==> src/rtl/router_egress_if.sv <==
// Egress-side bundle of the router arbiter: three show-ahead output FIFOs feeding one byte bus.
// The arbiter takes the master modport; the FIFO/downstream environment takes the slave modport.
interface router_egress_if #(
  parameter int DATA_W = 8
);
  logic              fifo_empty_0, fifo_empty_1, fifo_empty_2;
  logic [DATA_W-1:0] fifo_dout_0, fifo_dout_1, fifo_dout_2;
  logic              read_enb_0, read_enb_1, read_enb_2;
  logic              soft_reset_0, soft_reset_1, soft_reset_2;
  logic              egress_ready;
  logic [DATA_W-1:0] egress_data;
  logic              egress_valid;
  logic              egress_sop;
  logic              egress_eop;
  logic              egress_abort;
  logic [2:0]        grant;
  logic              busy;

  modport master (
    input  fifo_empty_0, fifo_empty_1, fifo_empty_2,
    input  fifo_dout_0, fifo_dout_1, fifo_dout_2,
    input  egress_ready,
    output read_enb_0, read_enb_1, read_enb_2,
    output soft_reset_0, soft_reset_1, soft_reset_2,
    output egress_data, egress_valid, egress_sop, egress_eop, egress_abort,
    output grant, busy
  );

  modport slave (
    output fifo_empty_0, fifo_empty_1, fifo_empty_2,
    output fifo_dout_0, fifo_dout_1, fifo_dout_2,
    output egress_ready,
    input  read_enb_0, read_enb_1, read_enb_2,
    input  soft_reset_0, soft_reset_1, soft_reset_2,
    input  egress_data, egress_valid, egress_sop, egress_eop, egress_abort,
    input  grant, busy
  );
endinterface

==> src/rtl/router_egress_arbiter.sv <==
// Egress scheduler: packet-granular round-robin over three show-ahead router FIFOs, with
// a mid-packet drain-stall abort that flushes the stalled port through its soft reset.
module router_egress_arbiter #(
  parameter int DATA_W      = 8,
  parameter int STALL_LIMIT = 30
) (
  input  logic            clock,
  input  logic            resetn,
  router_egress_if.master bus
);
  localparam int CNT_W = (STALL_LIMIT > 2) ? $clog2(STALL_LIMIT) : 1;

  typedef enum logic [1:0] {
    IDLE  = 2'd0,
    XFER  = 2'd1,
    ABORT = 2'd2
  } state_t;

  state_t           state_q, state_d;
  logic [1:0]       rr_q, rr_d;
  logic [2:0]       grant_q, grant_d;
  logic [6:0]       rem_q, rem_d;
  logic [CNT_W-1:0] stall_q, stall_d;
  logic             first_q, first_d;

  logic [2:0]        empty;
  logic [DATA_W-1:0] dout [3];
  logic              g_empty;
  logic [DATA_W-1:0] g_dout;
  logic [5:0]        hdr_len;
  logic [1:0]        winner;
  logic              xfer;

  logic              eg_valid, eg_sop, eg_eop, eg_abort;
  logic [DATA_W-1:0] eg_data;
  logic [2:0]        rd_enb, srst;

  function automatic logic [1:0] rr_inc(input logic [1:0] p);
    return (p == 2'd2) ? 2'd0 : p + 2'd1;
  endfunction

  // Scan order starts just after the last winner, so the last winner is checked last.
  function automatic logic [1:0] rr_pick(input logic [1:0] last, input logic [2:0] req);
    logic [1:0] c1, c2;
    c1 = rr_inc(last);
    c2 = rr_inc(c1);
    if (req[c1])      return c1;
    else if (req[c2]) return c2;
    return last;
  endfunction

  assign empty   = {bus.fifo_empty_2, bus.fifo_empty_1, bus.fifo_empty_0};
  assign dout[0] = bus.fifo_dout_0;
  assign dout[1] = bus.fifo_dout_1;
  assign dout[2] = bus.fifo_dout_2;

  // rr_q always names the granted port while a grant is held.
  assign g_empty = empty[rr_q];
  assign g_dout  = dout[rr_q];
  assign hdr_len = g_dout[7:2];
  assign winner  = rr_pick(rr_q, ~empty);
  assign xfer    = (state_q == XFER) && !g_empty && bus.egress_ready;

  always_ff @(posedge clock) begin
    if (!resetn) begin
      state_q <= IDLE;
      rr_q    <= 2'd2;
      grant_q <= '0;
      rem_q   <= '0;
      stall_q <= '0;
      first_q <= 1'b0;
    end else begin
      state_q <= state_d;
      rr_q    <= rr_d;
      grant_q <= grant_d;
      rem_q   <= rem_d;
      stall_q <= stall_d;
      first_q <= first_d;
    end
  end

  always_comb begin
    state_d = state_q;
    rr_d    = rr_q;
    grant_d = grant_q;
    rem_d   = rem_q;
    stall_d = stall_q;
    first_d = first_q;
    case (state_q)
      IDLE: begin
        if (empty != 3'b111) begin
          state_d = XFER;
          grant_d = 3'b001 << winner;
          rr_d    = winner;
          first_d = 1'b1;
          stall_d = '0;
        end
      end
      XFER: begin
        if (xfer) begin
          if (first_q) begin
            rem_d   = {1'b0, hdr_len} + 7'd1;
            first_d = 1'b0;
          end else begin
            rem_d = rem_q - 7'd1;
            if (rem_q == 7'd1) begin
              state_d = IDLE;
              grant_d = '0;
            end
          end
        end
        // Only an empty FIFO counts as stall; downstream backpressure never does.
        if (g_empty) begin
          if (stall_q == CNT_W'(STALL_LIMIT - 1)) state_d = ABORT;
          else                                    stall_d = stall_q + 1'b1;
        end else begin
          stall_d = '0;
        end
      end
      ABORT: begin
        state_d = IDLE;
        grant_d = '0;
      end
      default: begin
        state_d = IDLE;
        grant_d = '0;
      end
    endcase
  end

  always_comb begin
    eg_valid = 1'b0;
    eg_data  = '0;
    eg_sop   = 1'b0;
    eg_eop   = 1'b0;
    eg_abort = 1'b0;
    rd_enb   = '0;
    srst     = '0;
    case (state_q)
      XFER: begin
        eg_valid = !g_empty;
        eg_data  = g_empty ? '0 : g_dout;
        eg_sop   = !g_empty && first_q;
        eg_eop   = !g_empty && !first_q && (rem_q == 7'd1);
        rd_enb   = xfer ? grant_q : 3'b000;
      end
      ABORT: begin
        eg_abort = 1'b1;
        srst     = grant_q;
      end
      default: ;
    endcase
  end

  assign bus.egress_valid = eg_valid;
  assign bus.egress_data  = eg_data;
  assign bus.egress_sop   = eg_sop;
  assign bus.egress_eop   = eg_eop;
  assign bus.egress_abort = eg_abort;
  assign bus.read_enb_0   = rd_enb[0];
  assign bus.read_enb_1   = rd_enb[1];
  assign bus.read_enb_2   = rd_enb[2];
  assign bus.soft_reset_0 = srst[0];
  assign bus.soft_reset_1 = srst[1];
  assign bus.soft_reset_2 = srst[2];
  assign bus.grant        = grant_q;
  assign bus.busy         = (state_q != IDLE);
endmodule

==> src/flat_wrapper.sv <==
// flat-port wrapper written by rule: the top's interface ports become plain ports
module router_egress_arbiter_flat 
#(
  parameter int DATA_W      = 8,
  parameter int STALL_LIMIT = 30
)
  (clock, resetn, bus_fifo_empty_0, bus_fifo_empty_1, bus_fifo_empty_2, bus_fifo_dout_0, bus_fifo_dout_1, bus_fifo_dout_2, bus_egress_ready, bus_read_enb_0, bus_read_enb_1, bus_read_enb_2, bus_soft_reset_0, bus_soft_reset_1, bus_soft_reset_2, bus_egress_data, bus_egress_valid, bus_egress_sop, bus_egress_eop, bus_egress_abort, bus_grant, bus_busy);
  router_egress_if #(.DATA_W(DATA_W)) bus_i ();
  input  logic clock;
  input  logic resetn;
  input wire logic [$bits(bus_i.fifo_empty_0)-1:0] bus_fifo_empty_0;
  input wire logic [$bits(bus_i.fifo_empty_1)-1:0] bus_fifo_empty_1;
  input wire logic [$bits(bus_i.fifo_empty_2)-1:0] bus_fifo_empty_2;
  input wire logic [$bits(bus_i.fifo_dout_0)-1:0] bus_fifo_dout_0;
  input wire logic [$bits(bus_i.fifo_dout_1)-1:0] bus_fifo_dout_1;
  input wire logic [$bits(bus_i.fifo_dout_2)-1:0] bus_fifo_dout_2;
  input wire logic [$bits(bus_i.egress_ready)-1:0] bus_egress_ready;
  output wire logic [$bits(bus_i.read_enb_0)-1:0] bus_read_enb_0;
  output wire logic [$bits(bus_i.read_enb_1)-1:0] bus_read_enb_1;
  output wire logic [$bits(bus_i.read_enb_2)-1:0] bus_read_enb_2;
  output wire logic [$bits(bus_i.soft_reset_0)-1:0] bus_soft_reset_0;
  output wire logic [$bits(bus_i.soft_reset_1)-1:0] bus_soft_reset_1;
  output wire logic [$bits(bus_i.soft_reset_2)-1:0] bus_soft_reset_2;
  output wire logic [$bits(bus_i.egress_data)-1:0] bus_egress_data;
  output wire logic [$bits(bus_i.egress_valid)-1:0] bus_egress_valid;
  output wire logic [$bits(bus_i.egress_sop)-1:0] bus_egress_sop;
  output wire logic [$bits(bus_i.egress_eop)-1:0] bus_egress_eop;
  output wire logic [$bits(bus_i.egress_abort)-1:0] bus_egress_abort;
  output wire logic [$bits(bus_i.grant)-1:0] bus_grant;
  output wire logic [$bits(bus_i.busy)-1:0] bus_busy;
  assign bus_i.fifo_empty_0 = bus_fifo_empty_0;
  assign bus_i.fifo_empty_1 = bus_fifo_empty_1;
  assign bus_i.fifo_empty_2 = bus_fifo_empty_2;
  assign bus_i.fifo_dout_0 = bus_fifo_dout_0;
  assign bus_i.fifo_dout_1 = bus_fifo_dout_1;
  assign bus_i.fifo_dout_2 = bus_fifo_dout_2;
  assign bus_i.egress_ready = bus_egress_ready;
  assign bus_read_enb_0 = bus_i.read_enb_0;
  assign bus_read_enb_1 = bus_i.read_enb_1;
  assign bus_read_enb_2 = bus_i.read_enb_2;
  assign bus_soft_reset_0 = bus_i.soft_reset_0;
  assign bus_soft_reset_1 = bus_i.soft_reset_1;
  assign bus_soft_reset_2 = bus_i.soft_reset_2;
  assign bus_egress_data = bus_i.egress_data;
  assign bus_egress_valid = bus_i.egress_valid;
  assign bus_egress_sop = bus_i.egress_sop;
  assign bus_egress_eop = bus_i.egress_eop;
  assign bus_egress_abort = bus_i.egress_abort;
  assign bus_grant = bus_i.grant;
  assign bus_busy = bus_i.busy;
  router_egress_arbiter #(.DATA_W(DATA_W), .STALL_LIMIT(STALL_LIMIT)) u_core (.clock(clock), .resetn(resetn), .bus(bus_i));
endmodule
==> config.mk <==
export PLATFORM = sky130hd
export DESIGN_NAME = router_egress_arbiter_flat
export DESIGN_NICKNAME = d
export VERILOG_FILES = /design/src/rtl/router_egress_if.sv /design/src/rtl/router_egress_arbiter.sv /design/src/flat_wrapper.sv
export SDC_FILE = /design/constraint.sdc
export NUM_CORES = 1
export LEC_CHECK = 0
export BUFFER_PORTS_ARGS = -buffer_cell sky130_fd_sc_hd__buf_2
export CAP_MARGIN = 20
export CORE_ASPECT_RATIO = 1.5
export CORE_MARGIN = 3
export CORE_UTILIZATION = 40
export DETAILED_ROUTE_END_ITERATION = 10
export GPL_ROUTABILITY_DRIVEN = 0
export GPL_TIMING_DRIVEN = 1
export MAX_ROUTING_LAYER = met4
export PLACE_DENSITY = 0.66
export SLEW_MARGIN = 20
export SYNTH_ARGS = -nofsm -noshare
export SYNTH_HDL_FRONTEND = slang
export SYNTH_SLANG_ARGS = --single-unit
==> constraint.sdc <==
create_clock -name clock -period 3.15 [get_ports clock]
set_clock_uncertainty 0.2 [all_clocks]
set_input_delay 0.315 -clock clock [delete_from_list [all_inputs] [get_ports clock]]
set_output_delay 0.315 -clock clock [all_outputs]
set_load 0.1 [all_outputs]
Word-level counts from Yosys, hierarchy flattened. Index checks and enable logic that the tools add are counted.

Shifts and indexed selects: 1. Multiplexer cells: 45. Reduce and logical (&&, ||, !) cells: 15. Add/sub/neg operators: 5. Order comparisons: 4. Equal/unequal tests: 12. Bitwise gates (word level): 2.

Operator list (count): $mux W8 (4); $mux W2 (11); $mux W3 (7); $bmux W8 S2 (1); $mux W5 (3); $mux W1 (11); $pmux W5 S2 (1); $lt A2 B3 Y1 const B (3); $add A6 B1 Y7 const B (1); $eq A7 B1 Y1 const B (1); $mux W7 (1); $sub A7 B1 Y7 const B (1); $bmux W1 S2 (3); $eq A2 B2 Y1 const B (3); $ne A3 B3 Y1 const B (2); $pmux W3 S2 (1); $reduce_and A3 Y1 (2); $add A5 B1 Y5 const B (1); $eq A5 B5 Y1 const B (1); $logic_and A1 B1 Y1 (5); $add A2 B1 Y2 const B (2); $ne A2 B1 Y1 const B (2); $ne A2 B2 Y1 const B (2); $pmux W2 S2 (1); 11 further kinds (14).

Logic and storage cells: 90. Register bits after elaboration: 20. Input port bits: 30.

Longest topological paths before layout. Gate-level depths: netlist (run 1).

Word-level depth: 12. Gate-level depth with buffers: 10. Depth with buffers taken out: 9.

Least setup slack after synthesis (run 1). No wires, ideal clock.

Path type: register to output. From: reg u_core.state_q[1]. To: out bus_soft_reset_0. Setup slack: 27 ps. Buffers on the path: 0. Arrival: 2608 ps. Required time: 2635 ps. Cell stages (with the launch flop): 4. Cell sequence: dfxtp_1 -> inv_1 -> nor2_1 -> and2_1.

Cells in the longest elaborated chain, start to end: 2.

Ends and longest elaborated chain: start: declaration (RTL line router_egress_arbiter.sv:19) `state_t state_q, state_d;`; start signal: assignment (RTL line router_egress_arbiter.sv:73) `state_q <= state_d;`; $eq A2 B2 Y1 (RTL line router_egress_arbiter.sv:139) `case (state_q)`; $mux W3 (RTL line router_egress_arbiter.sv:139); end: declaration (RTL line flat_wrapper.sv:21) `output wire logic [$bits(bus_i.soft_reset_0)-1:0] bus_soft_reset_0;`.

No other way between the ends.

Worst setup path in the final report (run 1).
From: reg u_core.rr_q[0]. To: out bus_egress_data[1].

Cells in the longest elaborated chain, start to end: 6. Elaborated cells on any way between the ends: 8. Those cells by class: mux (7); bitwise (1).

Ends and longest elaborated chain: start: declaration (RTL line router_egress_arbiter.sv:20) `logic [1:0] rr_q, rr_d;`; start signal: assignment (RTL line router_egress_arbiter.sv:74) `rr_q <= rr_d;`; $not A2 Y3 (not written as such) (RTL line router_egress_arbiter.sv:59) `assign g_dout = dout[rr_q];`; $bmux W8 S2 (RTL line router_egress_arbiter.sv:59); $mux W8 (not written as such) (2 in a row) (RTL line router_egress_arbiter.sv:59); $mux W8 * (RTL line router_egress_arbiter.sv:142) `eg_data = g_empty ? '0 : g_dout;`; $mux W8 * (RTL line router_egress_arbiter.sv:139); end: declaration (RTL line flat_wrapper.sv:24) `output wire logic [$bits(bus_i.egress_data)-1:0] bus_egress_data;`.

Every way passes the cells marked *; elsewhere a longest branch is shown, timed or not. The select of a mux whose other input is x is not followed.

==> results of run 1 <==
-- kinds of logic after synthesis --
logic type	share of synthesized area, %
flops	26.5
compound gates	21.3
mux	8.78
buf+inv	6.21
simple gates	28.5
fa+ha+maj	4.14
xor+xnor	4.64
-- final cells by class --
type / count / area [um^2] / share of cell area [%]
multi-input cells: 154 / 1020 / 51.8
flip-flops and latches: 20 / 400 / 20.4
inverters: 11 / 41.3 / 2.10
well taps: 42 / 52.6 / 2.68
repair buffers: 54 / 398 / 20.3
clock buffers: 4 / 55.1 / 2.80
-- flip-flops by register name (all words and copies together), names as in the netlist --
signal	flops
u_core.state_q	2
u_core.rr_q	2
u_core.stall_q	5
u_core.rem_q	7
u_core.first_q	1
u_core.bus.grant	3
-- stage by stage --
stage | cells | instance area, um^2 | total power, mW
after floorplan | 193 | 1510 | 0.555
after global placement | 281 | 1910 | 0.637
after detailed placement | 281 | 1910 | 0.640
after CTS | 285 | 1960 | 0.839
after global routing | 285 | 1960 | 0.880
final | 285 | 1960 | 0.830
-- synthesized netlist by cell type, types with 3 or more instances --
library cell / count / area, um^2
a21boi_0: 4 / 30.0
a21oi_1: 10 / 50.1
a31oi_1: 3 / 18.8
and2_1: 9 / 56.3
and3_1: 8 / 50.1
clkbuf_1: 4 / 15.0
dfxtp_1: 20 / 400
ha_1: 5 / 62.6
inv_1: 11 / 41.3
mux2i_1: 11 / 110
nand2_1: 18 / 67.6
nand3_1: 6 / 30.0
nor2_1: 24 / 90.1
nor2b_1: 8 / 50.1
nor3_1: 3 / 15.0
o21a_1: 3 / 22.5
o21ai_0: 9 / 45.0
or3_1: 3 / 18.8
xnor2_1: 8 / 70.1
-- routing by layer --
metal	vias to the layer above	track usage [%]
met5	-	-
met4	0	5.23
met3	4	2.70
met2	48	33.4
met1	669	19.5
li1	773	-
-- how the worst min path moves through the flow --
stage / endpoint / from / depth (start not counted) / slack, ns
2_1_floorplan: u_core.bus.grant[2] / resetn / 1 / 0.24
3_3_place_gp: u_core.rem_q[1] / u_core.rem_q[1] / 2 / 0.26
4_1_cts: u_core.rr_q[1] / resetn / 2 / 0.21
5_1_grt: u_core.rr_q[1] / resetn / 2 / 0.23
6_report: u_core.rr_q[1] / resetn / 2 / 0.21
3_5_place_dp: u_core.rem_q[1] / u_core.rem_q[1] / 2 / 0.27
-- power groups by stage --
stage / Clock [mW] / Combinational (mW) / Sequential (mW)
after global placement: 0 / 0.343 / 0.294
after floorplan: 0 / 0.250 / 0.305
after CTS: 0.204 / 0.347 / 0.288
final: 0.197 / 0.345 / 0.288
after global routing: 0.213 / 0.376 / 0.291
after detailed placement: 0 / 0.345 / 0.294
==> reports/metrics.csv, run 1 <==
stage,metric,value,unit
outcome,status,"finished, final reports clean",
layout,drive_above_1_share,26.3,%
logic_synthesis,netlist_area,0.00151,mm^2
logic_synthesis,synthArstFlopShare,0,%
routing,drt-initial-drc-count,51,
timing,setup_violations,0,
power_and_ir_drop,p_sw_share,39.9,%
floorplan,die_y,81.3,um
routing,post_drt_wl_per_cell,13.2,um
critical_path,cp_num_buf_inv,2,
critical_path,reg2reg_depth,7,
clocking,post_cts_buffers,0,
floorplan,fp.dieW,56.2,um
global_route,grt_pass1_vias,1499,
clocking,cts_resized,0,
power_and_ir_drop,pwr-share-clk,23.7,%
layout,fill_cells,326,
timing,max_slew.worst_pin.slew,0.590,ns
floorplan,io_pins,52,
logic_synthesis,synthCells,193,
timing,final.setup.tns,0,ns
power_and_ir_drop,irDropWorstVdd,297,uV
critical_path,r2r_slack,0.75,ns
routing,wl_met2,1960,um
clocking,clkTransAtPathRegs,0.08,ns
routing,drtAntennaViolNets,0,
timing,fmax,365,MHz
logic_synthesis,syn_avg_cell_area,7.83,um^2
logic_synthesis,synth.yosys.seq_area_share,26.5,%
critical_path,cp-end-kind,primary output,
layout,syn2layout_area_growth,30.0,%
routing,firstDrtPassIters,4,
critical_path,crit_family,buffers and inverters,
power_and_ir_drop,p_int,499,uW
critical_path,cp_num_cells,6,
floorplan,die-area,0.00457,mm^2
clocking,worstSkewPairLatency,0.26,ns
global_route,grt_max_degree,17,
power_and_ir_drop,p_per_area,423,mW/mm^2
logic_synthesis,synth-seq-cells,20,
clocking,cts_max_path_buffers,2,
timing,rsz0062_at_grt,false,
critical_path,path_class,flop to primary output,
timing,fin_crit,2.74,ns
timing,maxSlewHeadroom,60.6,%
routing,routed_wirelength,3780,um
logic_synthesis,yosysUniqueCellTypes,38,
critical_path,timing.rr.start,u_core.rr_q[0],
floorplan,start_util,43.0,%
global_route,grt_pass1_wl,6490,um
layout,final_cell_mix,"buf_2, nor2_1, dfxtp_1",
critical_path,crit_path_cell_trace,"nor2b_1, buf_4, a2bb2oi_4, nand2_1, nor2_1, buf_2",
placement,portBuffers,51,
clocking,holdBufCountCts,0,
timing,slew_viol_final,0,
critical_path,critPathArrivalTime,2.23,ns
worst_hold_path,hold_path.class,input port to flop,
timing,fin_crit_sh,87.1,%
clocking,cts_tree,yes,
clocking,cts_root_buf,clkbuf_8,
power_and_ir_drop,cellLeakagePower,0.853,nW
logic_synthesis,yosys_warnings,0,
power_and_ir_drop,seqPwrFrac,34.7,%
timing,hold_violations,0,
critical_path,start_kind,flop,
layout,n_antenna_cell,0,
routing,routedLengthMet1,1540,um
critical_path,critPathRequiredTime,2.63,ns
placement,pre_cts_ws,0.680,ns
floorplan,core,0.00351,mm^2
timing,timing.hold.ws,0.208,ns
global_route,grt_antenna_before_repair,0,
routing,routed-via-count,1494,
logic_synthesis,synth_ff_type,dfxtp_1,
clocking,numClockSinks,20,
floorplan,num_rows,26,
layout,final_util,55.9,%
clocking,numCtsBuffers,3,
global_route,grt-ovfl-total,0,
logic_synthesis,synth_edf_count,0,
timing,setup_slack,0.408,ns
critical_path,reg2reg_to,u_core.rem_q[6],
routing,drc,0,
placement,dp_hpwl,3030,um
clocking,h-tree-depth,1,
critical_path,crit_path_end,bus_egress_data[1],
power_and_ir_drop,pwr-share-comb,41.5,%
routing,wl_met3,237,um
power_and_ir_drop,switching_power,331,uW
routing,top_layer,met4,
critical_path,cp_max_fo,9,
global_route,grt_usage,17.9,%
critical_path,crit_path_start,u_core.rr_q[0],
logic_synthesis,syn-num-nets,228,
run,drv_cap,0,
layout,final_common_cell,buf_2,
layout,nets,279,
critical_path,max_stage_delay,0.49,ns
critical_path,cpMaxStageDelayCell,dfxtp_1,
routing,vias_per_cell,5.24,
No activity file was read; power rests on OpenSTA's default activity.
==> inputs of run 2 (changes only) <==
--- a/config.mk
+++ b/config.mk
@@ -15,6 +15,7 @@
 export GPL_TIMING_DRIVEN = 1
 export MAX_ROUTING_LAYER = met4
 export PLACE_DENSITY = 0.66
+export RECOVER_POWER = 50
 export SLEW_MARGIN = 20
 export SYNTH_ARGS = -nofsm -noshare
 export SYNTH_HDL_FRONTEND = slang
==> run 2 against run 1 <==
  * Total power down 0.40%
  * Global-route usage unchanged
  * Sequential power is essentially flat
==> reports/metrics.csv, run 2 (same netlist as run 1, synthesis figures left out) <==
stage,metric,value,unit,change
outcome,status,"finished, final reports clean",,
critical_path,cp_max_fo,14,,+5
run,drv_cap,0,,unchanged
layout,fill_cells,338,,+3.7%
global_route,grt_usage,17.9,%,unchanged
global_route,grt_max_degree,17,,unchanged
timing,hold_violations,0,,unchanged
floorplan,start_util,43.0,%,unchanged
clocking,cts_tree,yes,,
power_and_ir_drop,irDropWorstVdd,297,uV,about the same
layout,top_register,u_core.rem_q,,
routing,drc,0,,unchanged
routing,drtAntennaViolNets,0,,unchanged
floorplan,num_rows,26,,unchanged
placement,placed_area,0.00191,mm^2,unchanged
layout,largest_reg_flops,7,,unchanged
critical_path,cp-end-kind,primary output,,
timing,setup_violations,0,,unchanged
clocking,cts_root_buf,clkbuf_8,,
layout,postLayoutCellArea,0.00193,mm^2,-1.7%
critical_path,r2r_slack,0.70,ns,-0.05 ns
clocking,clkTransAtPathRegs,0.08,ns,about the same
clocking,numCtsBuffers,3,,unchanged
layout,drive_above_1_share,21.8,%,-4.5 points
timing,max_slew.worst_pin.slew,1.18,ns,+0.589 ns
global_route,grt-ovfl-total,0,,unchanged
clocking,numClockSinks,20,,unchanged
timing,fin_crit,2.78,ns,+0.0358 ns
floorplan,core,0.00351,mm^2,unchanged
critical_path,critPathRequiredTime,2.63,ns,about the same
power_and_ir_drop,cellLeakagePower,0.814,nW,-4.6%
layout,syn2layout_area_growth,27.8,%,
timing,slew_viol_final,0,,unchanged
timing,fin_crit_sh,88.2,%,+1.1 points
clocking,holdBufCountCts,0,,unchanged
placement,pre_cts_ws,0.680,ns,unchanged
timing,setup_slack,0.372,ns,-0.0358 ns
layout,final_cell_mix,"buf_2, nor2_1, dfxtp_1",,
timing,maxSlewHeadroom,21.8,%,-39 points
power_and_ir_drop,p_per_area,428,mW/mm^2,+1.3%
global_route,grt_antenna_before_repair,0,,unchanged
clocking,worstSkewPairLatency,0.26,ns,about the same
critical_path,critPathArrivalTime,2.26,ns,+0.03 ns
layout,final_util,55.0,%,-0.93 points
clocking,cts_max_path_buffers,2,,unchanged
global_route,grt_pass1_vias,1499,,unchanged
clocking,cts_resized,0,,unchanged
global_route,grt_pass1_wl,6490,um,unchanged
timing,final.setup.tns,0,ns,unchanged
floorplan,die-area,0.00457,mm^2,unchanged
placement,portBuffers,51,,unchanged
floorplan,io_pins,52,,unchanged
placement,dp_hpwl,3030,um,unchanged
layout,nets,279,,unchanged
routing,routed_wirelength,3790,um,+0.34%
routing,vias_per_cell,5.22,,-0.33%
timing,fmax,360,MHz,-1.3%
floorplan,die_y,81.3,um,unchanged
layout,n_antenna_cell,0,,unchanged
layout,final_common_cell,buf_2,,
routing,routed-via-count,1489,,-0.33%
timing,rsz0062_at_grt,false,,
clocking,post_cts_buffers,0,,unchanged
routing,drt-initial-drc-count,65,,+27%
clocking,h-tree-depth,1,,unchanged
routing,post_drt_wl_per_cell,13.3,um,+0.34%
floorplan,fp.dieW,56.2,um,unchanged
critical_path,path_class,flop to primary output,,
critical_path,start_kind,flop,,
worst_hold_path,hold_path.class,input port to flop,,
routing,firstDrtPassIters,5,,+1
## run 2: cell types whose count changed in the layout (fill, tap and decap cells not counted), sizes merged
cell    change
buf         -9
clkbuf      +9
## run 2: worst paths after layout
kind / from / to / depth (start not counted)
max: u_core.rr_q[1] / bus_egress_data[1] / 5
min: resetn / u_core.rr_q[1] / 2
max reg2reg: u_core.rr_q[1] / u_core.rem_q[6] / 6
min reg2reg: u_core.rem_q[1] / u_core.rem_q[1] / 2
## run 2: per-layer routing
metal  part of all wire [%]  wire (um)  vias to the layer above  GRT usage, %
met5                      0          0                        -             -
met4                    1.1         40                        0          5.23
met3                    6.0        227                        4          2.70
met2                     52       1960                       44          33.4
met1                     41       1560                      665          19.5
li1                       -          -                      776             -
## run 2: worst max-delay path, stage by stage, from the launching register on
cell and delay [ns]:
dfxtp_1 0.32, clkbuf_1 0.51, a2bb2oi_4 0.28, nand2_1 0.27, nor2_1 0.18, buf_2 0.44
## run 2: area by class of cell
class                   instances  area (um^2)  area share (%)
multi-input cells             154          998            51.7
inverters                      11         41.3            2.14
clock buffers                   4         55.1            2.85
flip-flops and latches         20          400            20.7
well taps                      42         52.6            2.72
repair buffers                 54          384            19.9
## run 2: metrics by stage
step / std cells / hold WS [ns] / power [mW]
floorplan: 193 / 0.243 / 0.555
global placement: 281 / 0.262 / 0.637
detailed placement: 281 / 0.269 / 0.640
CTS: 285 / 0.206 / 0.839
global route: 285 / 0.230 / 0.875
finish: 285 / 0.206 / 0.827
## run 2: report_power, final
group,switching (mW),internal (mW),total [mW]
clock network,0.0877,0.111,0.199
registers,0.0196,0.269,0.289
logic,0.224,0.116,0.340
==> inputs of run 3 (changes only) <==
--- a/config.mk
+++ b/config.mk
@@ -10,6 +10,7 @@
 export CORE_ASPECT_RATIO = 1.5
 export CORE_MARGIN = 3
 export CORE_UTILIZATION = 40
+export CTS_BUF_LIST = sky130_fd_sc_hd__clkbuf_4
 export DETAILED_ROUTE_END_ITERATION = 10
 export GPL_ROUTABILITY_DRIVEN = 0
 export GPL_TIMING_DRIVEN = 1
==> run 3 against run 2 <==
  * Routed wire length fell by 0.87%
  * Core utilization fell by 0.71 points
  * Total power fell by 8.9%
  * Cell count did not move
  * Highest routed layer unchanged
  * Critical path type unchanged
  * Worst setup slack improved by 0.035 ns
==> reports/metrics.csv, run 3 (same netlist as run 1, synthesis figures left out) <==
stage,metric,value,unit,change
outcome,status,"finished, final reports clean",,
critical_path,cp_max_fo,9,,-5
clocking,numClockSinks,20,,unchanged
power_and_ir_drop,cellLeakagePower,0.804,nW,-1.2%
routing,drc,0,,unchanged
routing,routed_wirelength,3760,um,-0.87%
floorplan,die_y,81.3,um,unchanged
global_route,grt_pass1_wl,6480,um,-0.20%
clocking,cts_max_path_buffers,2,,unchanged
worst_hold_path,hold_path.class,input port to flop,,
layout,nets,279,,unchanged
layout,final_cell_mix,"buf_2, nor2_1, dfxtp_1",,
global_route,grt_antenna_before_repair,0,,unchanged
floorplan,io_pins,52,,unchanged
global_route,grt_max_degree,17,,unchanged
placement,placed_area,0.00191,mm^2,unchanged
critical_path,r2r_slack,0.78,ns,+0.08 ns
critical_path,reg2reg_depth,7,,+1
timing,final.setup.tns,0,ns,unchanged
floorplan,num_rows,26,,unchanged
floorplan,core,0.00351,mm^2,unchanged
timing,fmax,365,MHz,+1.3%
critical_path,crit_path_start,u_core.rr_q[0],,
floorplan,die-area,0.00457,mm^2,unchanged
layout,largest_reg_flops,7,,unchanged
timing,rsz0062_at_grt,false,,
clocking,cts_tree,yes,,
layout,drive_above_1_share,21.8,%,unchanged
global_route,grt_pass1_vias,1499,,unchanged
layout,n_antenna_cell,0,,unchanged
routing,drt-initial-drc-count,87,,+34%
critical_path,cp-end-kind,primary output,,
timing,max_slew.worst_pin.slew,1.18,ns,+0.000467 ns
run,drv_cap,0,,unchanged
clocking,cts_resized,0,,unchanged
critical_path,crit_path_end,bus_egress_data[1],,
clocking,holdBufCountCts,0,,unchanged
layout,postLayoutCellArea,0.00191,mm^2,-1.3%
layout,syn2layout_area_growth,26.2,%,
critical_path,critPathArrivalTime,2.23,ns,-0.03 ns
critical_path,critPathRequiredTime,2.63,ns,about the same
layout,top_register,u_core.rem_q,,
routing,routed-via-count,1488,,-0.067%
layout,multi_input_area,998,um^2,unchanged
clocking,clkTransAtPathRegs,0.12,ns,+0.04 ns
power_and_ir_drop,p_per_area,395,mW/mm^2,-7.7%
placement,dp_hpwl,3030,um,unchanged
clocking,h-tree-depth,1,,unchanged
routing,drtAntennaViolNets,0,,unchanged
floorplan,fp.dieW,56.2,um,unchanged
timing,maxSlewHeadroom,21.7,%,-0.031 points
clocking,cts_root_buf,clkbuf_4,,
timing,setup_violations,0,,unchanged
layout,seq_area,400,um^2,unchanged
clocking,post_cts_buffers,0,,unchanged
timing,hold_violations,0,,unchanged
timing,slew_viol_final,0,,unchanged
timing,fin_crit,2.74,ns,-0.0350 ns
routing,vias_per_cell,5.22,,about the same
critical_path,path_class,flop to primary output,,
critical_path,timing.rr.start,u_core.rr_q[0],,
routing,post_drt_wl_per_cell,13.2,um,-0.87%
critical_path,reg2reg_to,u_core.rem_q[6],,
clocking,worstSkewPairLatency,0.30,ns,+0.04 ns
power_and_ir_drop,irDropWorstVdd,271,uV,-8.6%
placement,portBuffers,51,,unchanged
global_route,grt_usage,17.9,%,unchanged
critical_path,start_kind,flop,,
routing,firstDrtPassIters,4,,-1
global_route,grt-ovfl-total,0,,unchanged
timing,fin_crit_sh,87.1,%,-1.1 points
clocking,numCtsBuffers,3,,unchanged
layout,fill_cells,344,,+1.8%
floorplan,start_util,43.0,%,unchanged
layout,final_common_cell,buf_2,,
-- run 3: worst max-delay path: stages, from the launching register on --
cell and delay (ns):
dfxtp_1 0.50, nor2b_1 0.12, buf_4 0.19, a2bb2oi_4 0.23, nand2_1 0.27, nor2_1 0.18, buf_2 0.44
-- run 3: cell type report --
type / count / share of cell area, %
multi-input cells: 154 / 52.4
flip-flops and latches: 20 / 21.0
repair buffers: 54 / 20.3
well taps: 42 / 2.76
inverters: 11 / 2.17
clock buffers: 3 / 1.18
clock inverters: 1 / 0.197
-- run 3: layer usage --
| metal | track usage [%] | vias to the layer above | wire length, um | part of all wire (%) |
|---|---|---|---|---|
| met1 | 19.4 | 663 | 1520 | 40 |
| met2 | 33.4 | 46 | 1950 | 52 |
| li1 | - | 775 | - | - |
| met5 | - | - | 0 | 0 |
| met3 | 3.02 | 4 | 240 | 6.4 |
| met4 | 4.99 | 0 | 42 | 1.1 |
-- run 3: worst min path at each step --
stage	slack [ns]	startpoint	endpoint	depth (start not counted)
floorplan	0.24	resetn	u_core.bus.grant[2]	1
global placement	0.26	u_core.rem_q[1]	u_core.rem_q[1]	2
detailed placement	0.27	u_core.rem_q[1]	u_core.rem_q[1]	2
CTS	0.16	resetn	u_core.rr_q[1]	2
global route	0.18	resetn	u_core.rem_q[6]	2
finish	0.16	resetn	u_core.rem_q[3]	2
-- run 3: where the power goes --
group / internal, mW / switching (mW)
Combinational: 0.117 / 0.224
Clock: 0.0462 / 0.0785
Sequential: 0.269 / 0.0196
-- run 3: stage by stage --
step | setup WS, ns | power, mW | hold slack, ns | utilization (%) | cells
floorplan | 0.0265 | 0.555 | 0.243 | - | 193
global placement | 0.727 | 0.637 | 0.262 | 54.3 | 281
detailed placement | 0.680 | 0.640 | 0.269 | 54.3 | 281
CTS | 0.332 | 0.766 | 0.161 | 55.1 | 285
global route | 0.174 | 0.802 | 0.176 | 54.3 | 285
finish | 0.407 | 0.754 | 0.165 | 54.3 | 285
